## config.mk

```make
export PLATFORM = sky130hd
export DESIGN_NAME = dmem_responder
export DESIGN_NICKNAME = d
export VERILOG_FILES = /design/src/rtl/dmem_pkg.sv /design/src/rtl/dmem_lane_align.sv /design/src/rtl/dmem_responder.sv
export SDC_FILE = /design/constraint.sdc
export NUM_CORES = 2
export LEC_CHECK = 0
export CORE_MARGIN = 2
export CORE_UTILIZATION = 30
export DETAILED_ROUTE_END_ITERATION = 12
export HOLD_SLACK_MARGIN = 0.15
export PLACE_DENSITY = 0.55
export SETUP_SLACK_MARGIN = 0.5
export SLEW_MARGIN = 20
export SYNTH_ARGS = -nofsm -noshare
export SYNTH_HDL_FRONTEND = slang
export SYNTH_SLANG_ARGS = --single-unit
```

## constraint.sdc

```tcl
create_clock -name clk -period 17.13 [get_ports clk]
set_input_delay 1.713 -clock clk [delete_from_list [all_inputs] [get_ports clk]]
set_output_delay 1.713 -clock clk [all_outputs]
set_load 0.03 [all_outputs]
```

## src/rtl/dmem_pkg.sv

```systemverilog
// Shared types and helpers for the MEM-stage data-memory responder.
// Build option: DMEM_CHECK_EN enables access-fault detection (see dmem_responder).
package dmem_pkg;

  typedef enum logic [1:0] {
    IDLE = 2'd0,
    WAIT = 2'd1,
    RESP = 2'd2
  } state_e;

  // RISC-V load/store funct3 size encodings
  localparam logic [2:0] SZ_B  = 3'b000;
  localparam logic [2:0] SZ_H  = 3'b001;
  localparam logic [2:0] SZ_W  = 3'b010;
  localparam logic [2:0] SZ_D  = 3'b011;
  localparam logic [2:0] SZ_BU = 3'b100;
  localparam logic [2:0] SZ_HU = 3'b101;
  localparam logic [2:0] SZ_WU = 3'b110;

  // Byte-offset bits that must be zero for a naturally aligned access
  function automatic logic [2:0] align_bits(input logic [2:0] size);
    case (size[1:0])
      2'd0:    align_bits = 3'b000;
      2'd1:    align_bits = 3'b001;
      2'd2:    align_bits = 3'b011;
      default: align_bits = 3'b111;
    endcase
  endfunction

  function automatic logic is_aligned(input logic [2:0] size, input logic [2:0] off);
    is_aligned = (off & align_bits(size)) == 3'b000;
  endfunction

endpackage

```

## src/rtl/dmem_lane_align.sv

```systemverilog
// Byte-lane steering for the data RAM: load extraction with sign/zero
// extension, and byte-masked merge of store data into a doubleword.
module dmem_lane_align
  import dmem_pkg::*;
(
  input  logic [2:0]  size_i,
  input  logic [2:0]  off_i,
  input  logic [63:0] dword_i,
  input  logic [63:0] wdata_i,
  output logic [63:0] load_o,
  output logic [63:0] store_o
);

  logic [63:0] shifted;
  logic [63:0] wshift;
  logic [7:0]  width_mask;
  logic [7:0]  byte_mask;

  // Load path: shift addressed bytes down, then extend per size
  always_comb begin
    shifted = dword_i >> {off_i, 3'b000};
    case (size_i)
      SZ_B:    load_o = {{56{shifted[7]}}, shifted[7:0]};
      SZ_BU:   load_o = {56'd0, shifted[7:0]};
      SZ_H:    load_o = {{48{shifted[15]}}, shifted[15:0]};
      SZ_HU:   load_o = {48'd0, shifted[15:0]};
      SZ_W:    load_o = {{32{shifted[31]}}, shifted[31:0]};
      SZ_WU:   load_o = {32'd0, shifted[31:0]};
      SZ_D:    load_o = shifted;
      default: load_o = shifted;
    endcase
  end

  // Store path: place right-justified data at the offset and merge by byte mask
  always_comb begin
    case (size_i[1:0])
      2'd0:    width_mask = 8'h01;
      2'd1:    width_mask = 8'h03;
      2'd2:    width_mask = 8'h0F;
      default: width_mask = 8'hFF;
    endcase
    byte_mask = width_mask << off_i;
    wshift    = wdata_i << {off_i, 3'b000};
    store_o   = dword_i;
    for (int unsigned i = 0; i < 8; i++) begin
      if (byte_mask[i]) store_o[8*i +: 8] = wshift[8*i +: 8];
    end
  end

endmodule

```

## src/rtl/dmem_responder.sv

```systemverilog
// Data-memory responder for the MEM stage: one outstanding request,
// LATENCY wait cycles, sized/extended load data or store acknowledge.
// Build option: DMEM_CHECK_EN reports misaligned, out-of-range and illegal
// store sizes on rsp_err; without it addresses wrap and are force-aligned.
module dmem_responder
  import dmem_pkg::*;
#(
  parameter int unsigned DEPTH_DW = 64,
  parameter int unsigned LATENCY  = 0
) (
  input  logic        clk,
  input  logic        reset,
  input  logic        req_valid,
  output logic        req_ready,
  input  logic        req_we,
  input  logic [2:0]  req_size,
  input  logic [63:0] req_addr,
  input  logic [63:0] req_wdata,
  output logic        rsp_valid,
  input  logic        rsp_ready,
  output logic [63:0] rsp_rdata,
  output logic        rsp_err
);

  localparam int unsigned AW  = $clog2(DEPTH_DW);
  localparam logic [3:0]  LAT = 4'(LATENCY);

  state_e      state_q, state_d;
  logic [3:0]  cnt_q, cnt_d;
  logic        we_q;
  logic [2:0]  size_q;
  logic [63:0] addr_q;
  logic [63:0] wdata_q;
  logic [63:0] rdata_q;
  logic        err_q;
  logic [63:0] mem_q [DEPTH_DW] = '{default: '0};

  logic          accept;
  logic          access;
  logic          acc_we;
  logic [2:0]    acc_size;
  logic [63:0]   acc_addr;
  logic [63:0]   acc_wdata;
  logic [2:0]    acc_off;
  logic [AW-1:0] acc_idx;
  logic          acc_err;
  logic [63:0]   load_data;
  logic [63:0]   store_dword;

  assign accept = (state_q == IDLE) && req_valid;
  assign access = (state_d == RESP) && (state_q != RESP);

  // With LATENCY=0 the access happens on the accept edge, so it must use
  // the live request; otherwise the captured copy is used.
  always_comb begin
    if (state_q == IDLE) begin
      acc_we    = req_we;
      acc_size  = req_size;
      acc_addr  = req_addr;
      acc_wdata = req_wdata;
    end else begin
      acc_we    = we_q;
      acc_size  = size_q;
      acc_addr  = addr_q;
      acc_wdata = wdata_q;
    end
  end

  assign acc_idx = acc_addr[3 +: AW];

`ifdef DMEM_CHECK_EN
  // Fault detection: misaligned, beyond RAM, or illegal store size
  always_comb begin
    acc_off = acc_addr[2:0];
    acc_err = !is_aligned(acc_size, acc_addr[2:0])
           || (|acc_addr[63:AW+3])
           || (acc_we && acc_size[2])
           || (acc_size == 3'b111);
  end
`else
  logic unused_addr_hi;
  assign unused_addr_hi = ^acc_addr[63:AW+3];

  // No faults: upper bits wrap, sub-size offset bits are forced to zero
  always_comb begin
    acc_off = acc_addr[2:0] & ~align_bits(acc_size);
    acc_err = 1'b0;
  end
`endif

  dmem_lane_align u_lane (
    .size_i  (acc_size),
    .off_i   (acc_off),
    .dword_i (mem_q[acc_idx]),
    .wdata_i (acc_wdata),
    .load_o  (load_data),
    .store_o (store_dword)
  );

  // State and wait-counter registers
  always_ff @(posedge clk or negedge reset) begin
    if (!reset) begin
      state_q <= IDLE;
      cnt_q   <= '0;
    end else begin
      state_q <= state_d;
      cnt_q   <= cnt_d;
    end
  end

  // Next-state and counter logic
  always_comb begin
    state_d = state_q;
    cnt_d   = cnt_q;
    case (state_q)
      IDLE: begin
        if (req_valid) begin
          state_d = (LAT == 4'd0) ? RESP : WAIT;
          cnt_d   = LAT;
        end
      end
      WAIT: begin
        cnt_d = cnt_q - 4'd1;
        if (cnt_q == 4'd1) state_d = RESP;
      end
      RESP: begin
        if (rsp_ready) state_d = IDLE;
      end
      default: begin
        state_d = IDLE;
        cnt_d   = '0;
      end
    endcase
  end

  // Handshake outputs decoded from state
  always_comb begin
    req_ready = (state_q == IDLE);
    rsp_valid = (state_q == RESP);
    rsp_rdata = rdata_q;
    rsp_err   = err_q;
  end

  // Request capture and registered response data
  always_ff @(posedge clk or negedge reset) begin
    if (!reset) begin
      we_q    <= 1'b0;
      size_q  <= '0;
      addr_q  <= '0;
      wdata_q <= '0;
      rdata_q <= '0;
      err_q   <= 1'b0;
    end else begin
      if (accept) begin
        we_q    <= req_we;
        size_q  <= req_size;
        addr_q  <= req_addr;
        wdata_q <= req_wdata;
      end
      if (access) begin
        rdata_q <= (acc_we || acc_err) ? '0 : load_data;
        err_q   <= acc_err;
      end
    end
  end

  // RAM write; gated by reset so an aborted store never commits
  always_ff @(posedge clk) begin
    if (reset && access && acc_we && !acc_err) mem_q[acc_idx] <= store_dword;
  end

endmodule
```

Word-level counts from Yosys, hierarchy flattened
Memories as Yosys holds them, arrays and structs flattened.
Index checks and enable logic that the tools add are counted.
{"block": "classes", "shifts": 3, "eq_ne": 13, "multipliers": 0, "n_reduce_logical": 8, "div": 0, "order_cmp": 0, "add_sub_neg": 1, "mux": 24, "n_bitwise": 3}
{"operator": "$pmux 64 s6", "n": 1}
{"operator": "$mux 64", "n": 2}
{"operator": "$mux 8", "n": 8}
{"operator": "$shl 64x6->64", "n": 1}
{"operator": "$shr 64x6->64", "n": 1}
{"operator": "$pmux 8 s3", "n": 1}
{"operator": "$pmux 4 s3", "n": 1}
{"operator": "$eq 3x3->1 const B", "n": 3}
{"operator": "$mux 9", "n": 1}
{"operator": "$pmux 3 s3", "n": 1}
{"operator": "$shl 8x3->8", "n": 1}
{"operator": "$eq 2x2->1 const B", "n": 3}
{"operator": "$mux 2", "n": 3}
{"operator": "$pmux 2 s3", "n": 1}
{"operator": "$eq 2x1->1 const B", "n": 2}
{"operator": "$eq 4x1->1 const B", "n": 1}
{"operator": "$logic_and 1x1->1", "n": 4}
{"operator": "$logic_not 2->1", "n": 2}
{"operator": "$mux 4", "n": 1}
{"operator": "$ne 2x2->1 const B", "n": 2}
{"operator": "$sub 4x1->4 const B", "n": 1}
{"operator": "$and 3x3->3", "n": 1}
{"operator": "$eq 3x1->1 const B", "n": 1}
{"operator": "$eq 3x2->1 const B", "n": 1}
{"operator": "6 further kinds", "n": 8}
{"block": "word_totals", "reg_bits": 147, "n_memories": 1, "ram_bits": 4096, "inputBits": 136, "rom_bits": 0, "elab_cells": 60, "latch_bits": 0}
{"memory": "mem_q", "words": 64, "word_bits": 64, "read_ports": 1, "rd_clocked_by_memory_dff": 0, "write_ports": 1, "line_no": "dmem_responder.sv:36", "source": "logic [63:0] mem_q [DEPTH_DW] = '{default: '0};"}

Longest topological paths before layout
{"block": "depth", "depth_word": 9, "mapped_depth": 20, "mapped_depth_nobuf": 12}

By module
A second synthesis with hierarchy kept.
{"block": "unflattened", "hier_cells": 9468, "area_unflattened_um2": 160460.1}
{"mod": "dmem_responder", "area_each_um2": 155813.2, "cells_per_inst": 8887, "instances": 1}
{"mod": "dmem_lane_align", "area_each_um2": 4647.0, "cells_per_inst": 581, "instances": 1}

Least setup slack after synthesis
Ideal clock, no wire load.
{"block": "synth_timing", "path_kind": "input-to-reg", "start": "in req_addr[4]", "end": "mem mem_q[0][27] (data pin)", "arrival_time_ps": 6814, "stages": 13, "slack_ps": 9614, "path_cell_list": "clkbuf_1 > nor4_1 > a22oi_1 > buf_2 > buf_2 > buf_4 > buf_2 > buf_2 > o22ai_1 > nor3_1 > o22ai_1 > or4_1 > o21ai_0"}
{"block": "synth_between", "elab_chain_cells": 3}
{"element": "start, declared", "line_no": "dmem_responder.sv:17", "source": "input logic [63:0] req_addr,"}
{"element": "$mux 9", "line_no": "dmem_responder.sv:56", "source": "if (state_q == IDLE) begin"}
{"element": "$mem_v2 64x64"}
{"element": "$mux 8", "line_no": "dmem_lane_align.sv:46", "source": "if (byte_mask[i]) store_o[8*i +: 8] = wshift[8*i +: 8];"}
{"element": "named net store_dword[27]", "line_no": "dmem_responder.sv:48", "source": "logic [63:0] store_dword;"}
{"element": "end, declared", "line_no": "dmem_responder.sv:36"}
The timed path passes the listed nets, and every way through them passes these cells.

Worst setup path after layout
{"block": "layout_timing", "start": "in req_addr[5]", "end": "mem mem_q[58][53] (data pin)"}
The elaborated chain is that of the path after synthesis.

==> results.sh <==
export IMPL_status="finished clean"
export IMPL_final_common_cell="edfxtp_1"
export IMPL_tns_ps=0
export IMPL_cp_slowest_stage_delay_ps=1040
export IMPL_ant_nets=0
export IMPL_worst_slack_ps=9080
export IMPL_yosysWarnings=0
export IMPL_insertion_delay_ps=1020
export IMPL_swShare_pct=31.4
export IMPL_yosysTopAreaCellShare_pct=76.6
export IMPL_p_per_area_nw_per_um2=154
export IMPL_syn_inst=9725
export IMPL_synthFlopType="edfxtp_1"
export IMPL_cts_resized=0
export IMPL_setup_viol=0
export IMPL_portBuffers=146
export IMPL_first_global_vias=97706
export IMPL_period_minus_slack_ps=8050
export IMPL_syn_nets=9863
export IMPL_rsz0062_at_grt="false"
export IMPL_pwr_share_seq_pct=46.8
export IMPL_cts_tree="yes"
export IMPL_fin_util_pct=34.9
export IMPL_critPathKind="input pin to flip-flop"
export IMPL_multiInputGateArea_sq_um=32100
export IMPL_drv_cap=0
export IMPL_synth_avg_cell_area_sq_um=16.5
export IMPL_cp_num_buf_inv=5
export IMPL_dpl_cell_area_sq_um=173000
export IMPL_fin_crit_sh_pct=47.0
export IMPL_power_frac_comb_pct=21.4
export IMPL_initial_utilization_pct=30.1
export IMPL_clk_path_buf_depth=4
export IMPL_ys_types=91
export IMPL_max_slew_worst_pin_slew_ps=1390
export IMPL_worst_path_most_repeated_cell="buf_4"
export IMPL_critPathSlowestCell="nand4_1"
export IMPL_relSlewSlack_pct=6.65
export IMPL_pre_cts_slack_ps=8310
export IMPL_clkTransAtPathRegs_ps=60
export IMPL_grt_ovfl_total=0
export IMPL_die_w_microns=736
export IMPL_cts_buffers=428
export IMPL_hold_viol_final=0
export IMPL_htreeDepth=5
export IMPL_endpoint_kind="flip-flop"
export IMPL_antenna_found_initial=35
export IMPL_yosysSeqAreaShare_pct=78.9
export IMPL_drtIter0Drc=18058
export IMPL_viasPerCell=6.06
export IMPL_nets=10165
export IMPL_p_sw_uw=9000
export IMPL_reg2reg_to="mem_q[32][37]$_DFFE_PP_"
export IMPL_design_area_sq_um=186000
export IMPL_ir_drop_mv=0.166
export IMPL_critPathLaunchType="input pin"
export IMPL_rrSetupSlack_ps=9540
export IMPL_core_sq_um=533000
export IMPL_fillers=50233
export IMPL_gp_congestion=0.858
export IMPL_reg2reg_depth=14
export IMPL_worstPathCellList="clkdlybuf4s50_1 -> or3b_4 -> nand2_8 -> buf_12 -> buf_4 -> buf_4 -> nand2_1 -> a32o_1 -> a221oi_1 -> o22ai_1 -> nor3_1 -> nand4_1 -> o21ai_4 -> buf_4"
export IMPL_crit_path_start="req_addr[5]"
export IMPL_hp_class="flip-flop to flip-flop"
export IMPL_vias=105641
export IMPL_cp_required_ps=17830
export IMPL_post_dp_hpwl_microns=336000
export IMPL_cp_top_family="buffers and inverters"
export IMPL_grt_pass1_wl_microns=853000
export IMPL_rows=268
export IMPL_p_leak_uw=0.0579
export IMPL_register_area_sq_um=127000
export IMPL_die_area_sq_um=541000
export IMPL_io_pins=203
export IMPL_endpoint="mem_q[58][53]$_DFFE_PP_"
export IMPL_syn_to_final_growth_pct=16.0
export IMPL_final_setup_skew_ps=58.0
export IMPL_grt_use_total_pct=22.6
export IMPL_drcViolationCount=0
export IMPL_cellInternalPower_uw=19700
export IMPL_clock_power_share_pct=31.9
export IMPL_clock_fmax_ghz=0.124
export IMPL_grt_max_degree=102
export IMPL_synth_area_leader_cell="edfxtp_1"
export IMPL_root_buffer="clkbuf_16"
export IMPL_cts_setup_buffers=0
export IMPL_finalWirelength_microns=637000
export IMPL_cp_arrival_ps=8750
export IMPL_die_y_microns=736
export IMPL_postCtsHoldBufs=0
export IMPL_wl_per_cell_microns=36.6
export IMPL_maxSlewViolCount=0
export IMPL_netlist_top_cells_area="edfxtp_1 (77%), o22ai_1 (4.6%), dfrtp_1 (2.3%)"
export IMPL_cp_depth=14
export IMPL_worstPathMaxFanout=88
export IMPL_layout_common_cells="edfxtp_1 (4096), o22ai_1 (1185), nand2_1 (833)"
export IMPL_totalPowerFinal_uw=28700
export IMPL_syn_area_sq_um=161000
export IMPL_synth_edff_count=4096
export IMPL_drive_gt1_share_pct=13.0
export IMPL_drt_first_pass_iters=8
export IMPL_r2r_start="state_q[1]$_DFF_PN0_"
export IMPL_clock_sinks=4243
export IMPL_ys_seq_elements=4243
export IMPL_async_flop_share_pct=3.46
==> flip-flops by register name (all words and copies together) (netlist names) <==
signal	flops
mem_q	4096
rsp_rdata	64
wdata_q	64
addr_q	9
cnt_q	4
size_q	3
state_q	2
we_q	1
==> per-layer routing <==
layer	routed length [microns]	GRT usage, %	vias up
met1	239000	30.2	55622
met5	538	0	-
li1	-	-	40604
met3	82400	5.74	1483
met2	282000	34.6	7910
met4	34000	10.2	22
==> power groups by stage <==
stage / clock network (uW) / logic, uW / registers (uW)
final: 9130 / 6120 / 13400
after global placement: 0 / 5830 / 13600
after global routing: 9590 / 6310 / 13400
after detailed placement: 0 / 5910 / 13600
after CTS: 9170 / 5910 / 13400
after floorplan: 0 / 2780 / 13900
==> final cells by class <==
type | instances | area share (%)
sequential | 4243 | 68.1
multi-input combinational | 4777 | 17.3
clock inverter | 243 | 1.15
timing repair buffer | 566 | 2.70
clock buffer | 542 | 6.06
tap | 7020 | 4.72
inverter | 11 | 0.0249
antenna | 18 | 0.0242
==> how the worst min path moves through the flow <==
stage                              from                  endpoint  slack [ps]  cells past startpoint
3_5_place_dp   rsp_rdata[7]$_DFFE_PN0P_  rsp_rdata[7]$_DFFE_PN0P_         480                      1
3_3_place_gp   rsp_rdata[7]$_DFFE_PN0P_  rsp_rdata[7]$_DFFE_PN0P_         470                      1
6_report       rsp_rdata[7]$_DFFE_PN0P_  rsp_rdata[7]$_DFFE_PN0P_         490                      1
5_1_grt        rsp_rdata[7]$_DFFE_PN0P_  rsp_rdata[7]$_DFFE_PN0P_         520                      1
4_1_cts        rsp_rdata[7]$_DFFE_PN0P_  rsp_rdata[7]$_DFFE_PN0P_         490                      1
2_1_floorplan   wdata_q[63]$_DFFE_PN0P_   wdata_q[63]$_DFFE_PN0P_         480                      1
==> through the flow <==
step / std cells / hold WS, ps
final: 17420 / 487
after floorplan: 9725 / 480
after global placement: 16612 / 467
after global routing: 17405 / 519
after detailed placement: 16615 / 475
after CTS: 17400 / 489
==> logic make-up after synthesis <==
kind of cell               count (synthesis)  share of synthesized area [%]
other                                      1                        0.00234
and+or+nand+nor                         1634                           4.49
AOI/OAI and AO/OA                       2831                           12.1
DFF                                     4243                           78.9
xor gates and xnor gates                   2                         0.0109
adders and majority gates                  2                         0.0156
buffers and inverters                    705                           2.13
muxes                                    307                           2.30
==> worst register-to-register path, stage by stage, from the launching register on <==
cell and delay [ps]:
dfrtp_1 370, buf_4 230, or2_2 370, buf_4 350, a32oi_4 300, buf_4 720, buf_4 710, buf_4 720
o22ai_1 190, nor4_1 270, nor2_1 120, nor4_1 720, nand4_1 1050, o21ai_4 550, buf_4 550
==> Yosys cell counts, types with 143 or more instances <==
cell,instances
edfxtp_1,4096
o22ai_1,1185
nand2_1,845
buf_2,380
nor2_1,270
a21oi_1,269
o221ai_1,221
o21ai_0,217
mux2i_1,184
clkbuf_1,183
nor3_1,161
nand3_1,155
dfrtp_1,147
a22oi_1,143
Note: power is estimated with default switching activity, not from simulation.
